<file path="src/rtl/vga_rect_fill_pkg.sv">
// Shared definitions for the VGA rectangle-fill IOBUS initiator:
// screen geometry, MMIO addresses, pixel types and FSM states.
package vga_pkg;

  localparam int unsigned SCR_W = 80;
  localparam int unsigned SCR_H = 60;

  localparam logic [31:0] VGA_ADDR_AD  = 32'h1110_0000;
  localparam logic [31:0] VGA_COLOR_AD = 32'h1114_0000;

  typedef logic [7:0]  vga_color_t;
  typedef logic [12:0] vga_addr_t;

  typedef enum logic [1:0] {
    IDLE,
    WR_ADDR,
    WR_COLOR,
    LAST
  } rect_state_t;

  localparam vga_addr_t ROW_STEP = 13'(SCR_W);

  // y*80 + x built from shifts: y*64 + y*16 + x.
  function automatic vga_addr_t start_addr(input logic [6:0] x, input logic [5:0] y);
    vga_addr_t yw;
    yw = {7'b0, y};
    return (yw << 6) + (yw << 4) + {6'b0, x};
  endfunction

endpackage

</file>
<file path="src/rtl/vga_rect_fill_if.sv">
// IOBUS write port between the rectangle filler (master) and the arbiter (slave).
interface vga_rect_fill_if;
  logic [31:0] IOBUS_ADDR;
  logic [31:0] IOBUS_OUT;
  logic        IOBUS_WR;
  logic        BUS_GNT;

  modport master (
    output IOBUS_ADDR,
    output IOBUS_OUT,
    output IOBUS_WR,
    input  BUS_GNT
  );

  modport slave (
    input  IOBUS_ADDR,
    input  IOBUS_OUT,
    input  IOBUS_WR,
    output BUS_GNT
  );
endinterface

</file>
<file path="src/rtl/vga_rect_addr_gen.sv">
// Raster address walker for the rectangle filler: row base, pixel address
// and column/row down-counters; no multiplier.
module vga_rect_addr_gen
  import vga_pkg::*;
(
  input  logic       clk,
  input  logic       rst,
  input  logic       load,
  input  logic       step,
  input  logic [6:0] x,
  input  logic [5:0] y,
  input  logic [6:0] w,
  input  logic [5:0] h,
  output vga_addr_t  pix_addr,
  output logic       last_pixel
);

  vga_addr_t  row_base;
  logic [6:0] col_cnt;
  logic [5:0] row_cnt;
  logic [6:0] width;
  vga_addr_t  next_row;

  always_comb begin
    last_pixel = (col_cnt == 7'd1) && (row_cnt == 6'd1);
    next_row   = row_base + ROW_STEP;
  end

  always_ff @(posedge clk) begin
    if (rst) begin
      row_base <= '0;
      pix_addr <= '0;
      col_cnt  <= '0;
      row_cnt  <= '0;
      width    <= '0;
    end else if (load) begin
      row_base <= start_addr(x, y);
      pix_addr <= start_addr(x, y);
      col_cnt  <= w;
      row_cnt  <= h;
      width    <= w;
    end else if (step) begin
      if (col_cnt == 7'd1) begin
        row_base <= next_row;
        pix_addr <= next_row;
        col_cnt  <= width;
        row_cnt  <= row_cnt - 6'd1;
      end else begin
        pix_addr <= pix_addr + 13'd1;
        col_cnt  <= col_cnt - 7'd1;
      end
    end
  end

endmodule

</file>
<file path="src/rtl/vga_rect_fill.sv">
// Rectangle fill engine: alternating VGA_ADDR_AD / VGA_COLOR_AD writes on IOBUS.
// Optional macro VGA_RECT_FILL_CLIP_EN clips the rectangle to the screen at START.
module vga_rect_fill
  import vga_pkg::*;
(
  input  logic                   CLK,
  input  logic                   RESET,
  input  logic                   START,
  input  logic [6:0]             X,
  input  logic [5:0]             Y,
  input  logic [6:0]             W,
  input  logic [5:0]             H,
  input  logic [7:0]             COLOR,
  vga_rect_fill_if.master        bus,
  output logic                   BUSY,
  output logic                   DONE
);

  rect_state_t state;
  vga_color_t  color_q;
  vga_addr_t   pix_addr;
  logic        last_pixel;
  logic [6:0]  eff_w;
  logic [5:0]  eff_h;
  logic        load;
  logic        step;

`ifdef VGA_RECT_FILL_CLIP_EN
  logic [7:0] room_x;
  logic [6:0] room_y;

  always_comb begin
    room_x = 8'(SCR_W) - {1'b0, X};
    room_y = 7'(SCR_H) - {1'b0, Y};
    eff_w  = W;
    eff_h  = H;
    if ({1'b0, X} >= 8'(SCR_W)) eff_w = '0;
    else if ({1'b0, W} > room_x) eff_w = room_x[6:0];
    if ({1'b0, Y} >= 7'(SCR_H)) eff_h = '0;
    else if ({1'b0, H} > room_y) eff_h = room_y[5:0];
  end
`else
  always_comb begin
    eff_w = W;
    eff_h = H;
  end
`endif

  always_comb begin
    load = (state == IDLE) && START;
    step = (state == WR_COLOR) && bus.BUS_GNT;
  end

  vga_rect_addr_gen u_addr_gen (
    .clk       (CLK),
    .rst       (RESET),
    .load      (load),
    .step      (step),
    .x         (X),
    .y         (Y),
    .w         (eff_w),
    .h         (eff_h),
    .pix_addr  (pix_addr),
    .last_pixel(last_pixel)
  );

  always_ff @(posedge CLK) begin
    if (RESET) begin
      state        <= IDLE;
      color_q      <= '0;
      bus.IOBUS_WR <= 1'b0;
      BUSY         <= 1'b0;
      DONE         <= 1'b0;
    end else begin
      case (state)
        IDLE: begin
          DONE <= 1'b0;
          if (START) begin
            color_q <= COLOR;
            if (eff_w == '0 || eff_h == '0) begin
              state <= LAST;
              DONE  <= 1'b1;
            end else begin
              state        <= WR_ADDR;
              bus.IOBUS_WR <= 1'b1;
              BUSY         <= 1'b1;
            end
          end
        end
        WR_ADDR: begin
          if (bus.BUS_GNT) state <= WR_COLOR;
        end
        WR_COLOR: begin
          if (bus.BUS_GNT) begin
            if (last_pixel) begin
              state        <= LAST;
              bus.IOBUS_WR <= 1'b0;
              BUSY         <= 1'b0;
              DONE         <= 1'b1;
            end else begin
              state <= WR_ADDR;
            end
          end
        end
        LAST: begin
          DONE  <= 1'b0;
          state <= IDLE;
        end
        default: state <= IDLE;
      endcase
    end
  end

  // Address/data are a pure decode of registered state, pix_addr and colour,
  // so they stay stable while the grant is withheld.
  always_comb begin
    bus.IOBUS_ADDR = '0;
    bus.IOBUS_OUT  = '0;
    case (state)
      WR_ADDR: begin
        bus.IOBUS_ADDR = VGA_ADDR_AD;
        bus.IOBUS_OUT  = {19'b0, pix_addr};
      end
      WR_COLOR: begin
        bus.IOBUS_ADDR = VGA_COLOR_AD;
        bus.IOBUS_OUT  = {24'b0, color_q};
      end
      default: ;
    endcase
  end

endmodule

</file>
<file path="src/flat_wrapper.sv">
// flat-port wrapper written by rule: the top's interface ports become plain ports
module vga_rect_fill_flat import vga_pkg::*;
  (CLK, RESET, START, X, Y, W, H, COLOR, BUSY, DONE, bus_IOBUS_ADDR, bus_IOBUS_OUT, bus_IOBUS_WR, bus_BUS_GNT);
  vga_rect_fill_if bus_i ();
  input  logic CLK;
  input  logic RESET;
  input  logic START;
  input  logic [6:0] X;
  input  logic [5:0] Y;
  input  logic [6:0] W;
  input  logic [5:0] H;
  input  logic [7:0] COLOR;
  output logic BUSY;
  output logic DONE;
  output wire logic [$bits(bus_i.IOBUS_ADDR)-1:0] bus_IOBUS_ADDR;
  output wire logic [$bits(bus_i.IOBUS_OUT)-1:0] bus_IOBUS_OUT;
  output wire logic [$bits(bus_i.IOBUS_WR)-1:0] bus_IOBUS_WR;
  input wire logic [$bits(bus_i.BUS_GNT)-1:0] bus_BUS_GNT;
  assign bus_IOBUS_ADDR = bus_i.IOBUS_ADDR;
  assign bus_IOBUS_OUT = bus_i.IOBUS_OUT;
  assign bus_IOBUS_WR = bus_i.IOBUS_WR;
  assign bus_i.BUS_GNT = bus_BUS_GNT;
  vga_rect_fill u_core (.CLK(CLK), .RESET(RESET), .START(START), .X(X), .Y(Y), .W(W), .H(H), .COLOR(COLOR), .bus(bus_i), .BUSY(BUSY), .DONE(DONE));
endmodule
</file>
<file path="config.mk">
export PLATFORM = sky130hd
export DESIGN_NAME = vga_rect_fill_flat
export DESIGN_NICKNAME = d
export VERILOG_FILES = /design/src/rtl/vga_rect_fill_pkg.sv /design/src/rtl/vga_rect_fill_if.sv /design/src/rtl/vga_rect_addr_gen.sv /design/src/rtl/vga_rect_fill.sv /design/src/flat_wrapper.sv
export SDC_FILE = /design/constraint.sdc
export NUM_CORES = 1
export LEC_CHECK = 0
export CAP_MARGIN = 5
export CORE_ASPECT_RATIO = 0.8
export CORE_UTILIZATION = 40
export CTS_CLUSTER_DIAMETER = 80
export DETAILED_ROUTE_END_ITERATION = 6
export PLACE_DENSITY = 0.67
export SKIP_CTS_REPAIR_TIMING = 1
export SLEW_MARGIN = 40
export SYNTH_ARGS = -nofsm -noshare
export SYNTH_HDL_FRONTEND = slang
export SYNTH_SLANG_ARGS = --single-unit
</file>
<file path="constraint.sdc">
create_clock -name CLK -period 6.4 [get_ports CLK]
set_input_delay 1.28 -clock CLK [delete_from_list [all_inputs] [get_ports CLK]]
set_output_delay 1.28 -clock CLK [all_outputs]
set_load 0.05 [all_outputs]
</file>
==> metrics.log <==
[metrics] met1 GRT Util: 0.278
[metrics] Worst slew margin: 0.477
[metrics] proportion of netlist area held by the largest area contributor: 0.294
[metrics] number of synthesized flops with an enable pin: 0
[metrics] sequential share of the synthesized area: 0.294
[metrics] ant diodes: 0
[metrics] Setup-failing EPs final: 0
[metrics] cts bufs inserted: 9
[metrics] transition time at the pin with the least slew margin: 0.782 ns
[metrics] f_max: 0.265 GHz
[metrics] GRT met3 Usage: 0.0514
[metrics] fraction of layout instances using a drive strength above 1: 0.0503
[metrics] required time of the critical path: 5.12 ns
[metrics] GR Util met2: 0.316
[metrics] number of endpoints with negative hold slack in the final report: 0
[metrics] Worst Path Max Fanout: 16
[metrics] outcome: complete, no violations
[metrics] number of pins with negative max-slew slack in the final report: 0
[metrics] DR vias: 3666
[metrics] Worst-Skew Late Latency: 0.33 ns
[metrics] wire length of the first global-routing pass: 16700 um
[metrics] Setup Skew: 0.00581 ns
[metrics] weighted congestion at the end of routability-driven global placement: 0.839
[metrics] detailed router's first-iteration violation count: 239
[metrics] WP data arrival: 2.49 ns
[metrics] chip width: 113 um
[metrics] clock tree from TritonCTS: done
[metrics] HP Class: reg -> reg
[metrics] classification of the worst setup path: reg -> out
[metrics] sort of element at the start of the critical path: flop
[metrics] delay of the slowest cell on the worst path: 0.82 ns
[metrics] H-tree Lvls: 3
[metrics] series of cell instances along the critical path: inv_1 -> ha_1 -> a22oi_1 -> nor2b_1 -> clkdlybuf4s50_1
[metrics] placeable core area: 9610 um^2
[metrics] standard cell with the maximum stage delay on the critical path: sky130_fd_sc_hd__clkdlybuf4s50_1
[metrics] unrepaired setup endpoints after global routing: false
[metrics] flop and latch count out of synthesis: 58
[metrics] ratio of total power to cell area: 423 nW/um^2
[metrics] number of nets in the final layout: 613
[metrics] crit end category: primary output
[metrics] mean number of vias per cell: 5.42
[metrics] leakage power figure: 1.82 nW
[metrics] number of placement rows: 32
[metrics] overall fraction of global-route tracks in use: 0.202
[metrics] layout filler cell count: 962
[metrics] total of max-cap violations: 0
[metrics] starting density of the core: 0.412
[metrics] DRC errors left: 0
[metrics] busiest grt layer: met2
[metrics] Cell Area, Synth: 3960 um^2
[metrics] antenna violation net count after detailed routing: 0
[metrics] Initial DRT Pass Iterations: 5
[metrics] Num Clock Sinks: 58
[metrics] pin count of the biggest net entering global routing: 65
[metrics] ys flop type: sky130_fd_sc_hd__dfxtp_1
[metrics] time the final worst path needs with I/O delays and setup: 3.77 ns
[metrics] Area Growth Syn to Fin: 19.0%
[metrics] average wire per standard cell: 14.7 um
[metrics] count of warnings emitted by yosys: 0
[metrics] Sum Neg Setup Slack: 0 ns
[metrics] DIE HEIGHT: 90.9 um
[metrics] clock root cell: sky130_fd_sc_hd__clkbuf_16
[metrics] vias in the first global route: 3413
[metrics] library cell with the largest summed area after synthesis: sky130_fd_sc_hd__dfxtp_1
[metrics] HPWL after detailed placement: 6940 um
[metrics] crit share post-route: 0.589
[metrics] Peak supply drop: 0.185 mV
[metrics] GR Overflow Total: 0
[metrics] port bufs: 57
[metrics] share of synthesized flip-flops with an asynchronous set or reset: 0
[metrics] Netlist cell types: 57
[metrics] final core utilization: 0.490
[metrics] average size of a mapped cell: 7.68 um^2
[metrics] post-CTS clock slew at the launch and capture registers of the worst setup and hold paths: 0.05 ns
[metrics] dominant cells by area after synthesis: sky130_fd_sc_hd__dfxtp_1 29%, sky130_fd_sc_hd__buf_4 9.5%, sky130_fd_sc_hd__ha_1 6.6%
[metrics] Max Buffers Root-to-Sink: 2
[metrics] WL final: 9910 um
[metrics] top-level I/O count: 105
[metrics] Gate Count Post-Synth: 515
[metrics] initial antenna violation count: 0
[metrics] DIE AREA: 10300 um^2
worst paths after layout:
path,start,end,slack (ns),cells past startpoint
max,u_core.state[0],bus_IOBUS_OUT[2],2.63,5
min,u_core.u_addr_gen.row_base[0],u_core.u_addr_gen.row_base[0],0.45,2
min reg2reg,u_core.u_addr_gen.row_base[0],u_core.u_addr_gen.row_base[0],0.45,2
max reg2reg,u_core.state[0],u_core.u_addr_gen.row_cnt[4],3.20,7
worst max-delay path: cells and delay by family, from the launching register on:
kind / cells / cell delay (ns)
AO/OA/AOI/OAI: 1 / 0.19
buffers and inverters: 2 / 0.96
AND/OR/NAND/NOR: 1 / 0.16
adder cells (fa/ha/maj): 1 / 0.54
flip-flops: 1 / 0.32
cells in the final DEF, fill, tap and decap left out, types with 3 or more instances in the layout:
master	Yosys	final
sky130_fd_sc_hd__nand2_1	68	67
sky130_fd_sc_hd__dfxtp_1	58	58
sky130_fd_sc_hd__clkdlybuf4s50_1	0	56
sky130_fd_sc_hd__conb_1	1	47
sky130_fd_sc_hd__a21oi_1	46	46
sky130_fd_sc_hd__nor2_1	36	36
sky130_fd_sc_hd__inv_1	21	21
sky130_fd_sc_hd__ha_1	21	21
sky130_fd_sc_hd__nor3_1	19	19
sky130_fd_sc_hd__xnor2_1	12	12
sky130_fd_sc_hd__o21ai_0	11	11
sky130_fd_sc_hd__a22oi_1	10	10
sky130_fd_sc_hd__a211oi_1	9	9
sky130_fd_sc_hd__a311oi_1	9	9
sky130_fd_sc_hd__a31oi_1	9	9
sky130_fd_sc_hd__clkbuf_16	0	9
sky130_fd_sc_hd__and3_1	8	8
sky130_fd_sc_hd__nor2b_1	8	8
sky130_fd_sc_hd__o211ai_1	7	7
sky130_fd_sc_hd__xor2_1	7	7
sky130_fd_sc_hd__nand3_1	7	7
sky130_fd_sc_hd__o221ai_1	6	6
sky130_fd_sc_hd__or3_1	5	5
sky130_fd_sc_hd__nor4_1	6	5
sky130_fd_sc_hd__o22ai_1	5	5
sky130_fd_sc_hd__nand4_1	4	4
sky130_fd_sc_hd__buf_4	50	4
sky130_fd_sc_hd__a21o_1	3	3
sky130_fd_sc_hd__mux2i_1	3	3
sky130_fd_sc_hd__a21boi_0	3	3
logic make-up (layout without fill, tap and decap cells):
group | count (synthesis) | after routing | share of synthesized area
simple gates | 174 | 174 | 0.206
compound gates | 136 | 136 | 0.230
buf+inv | 101 | 97 | 0.144
flops | 58 | 58 | 0.294
fa+ha+maj | 23 | 23 | 0.0766
xor+xnor | 19 | 19 | 0.0421
mux | 3 | 3 | 0.00759
other cells | 1 | 47 | 0.000948
flip-flops by register name, indices dropped and copies added, names as in the netlist:
| register | cells |
|---|---|
| u_core.u_addr_gen.pix_addr | 13 |
| u_core.u_addr_gen.row_base | 13 |
| u_core.color_q | 8 |
| u_core.u_addr_gen.col_cnt | 7 |
| u_core.u_addr_gen.width | 7 |
| u_core.u_addr_gen.row_cnt | 6 |
| u_core.state | 2 |
| u_core.BUSY | 1 |
| u_core.DONE | 1 |
cells in the mapped netlist, drive strengths merged (10+ instances only):
| master | count |
|---|---|
| a211oi | 10 |
| a21oi | 46 |
| a22oi | 10 |
| buf | 56 |
| clkbuf | 24 |
| dfxtp | 58 |
| ha | 21 |
| inv | 21 |
| nand2 | 68 |
| nor2 | 36 |
| nor3 | 20 |
| o21ai | 11 |
| xnor2 | 12 |
where the power goes:
group	internal (mW)	switching, mW
combinational	0.315	0.596
sequential	0.460	0.105
clock	0.350	0.167
per-layer routing:
layer | routed length, um | vias to the layer above
met5 | 0 | -
met4 | 114 | 0
met1 | 4580 | 1702
li1 | - | 1818
met2 | 4370 | 136
met3 | 839 | 10
layout make-up:
type | count | area [um^2] | share of cell area
multi-input combinational | 402 | 2410 | 0.511
sequential | 58 | 1160 | 0.247
inverter | 21 | 78.8 | 0.0167
tap | 119 | 149 | 0.0316
clock buffer | 11 | 243 | 0.0516
clock inverter | 5 | 77.6 | 0.0165
timing repair buffer | 60 | 591 | 0.125
stage by stage:
stage | area (um^2) | setup slack [ns] | cells | total power [mW] | hold slack [ns]
finish | 4710 | 2.63 | 676 | 1.99 | 0.452
detailed placement | 4390 | 2.51 | 660 | 1.48 | 0.449
floorplan | 4130 | 2.98 | 561 | 1.28 | 0.436
CTS | 4710 | 2.62 | 676 | 2.00 | 0.455
global placement | 4380 | 2.57 | 660 | 1.45 | 0.442
global route | 4710 | 2.41 | 676 | 2.12 | 0.469
(Power assumes the default switching activity.)
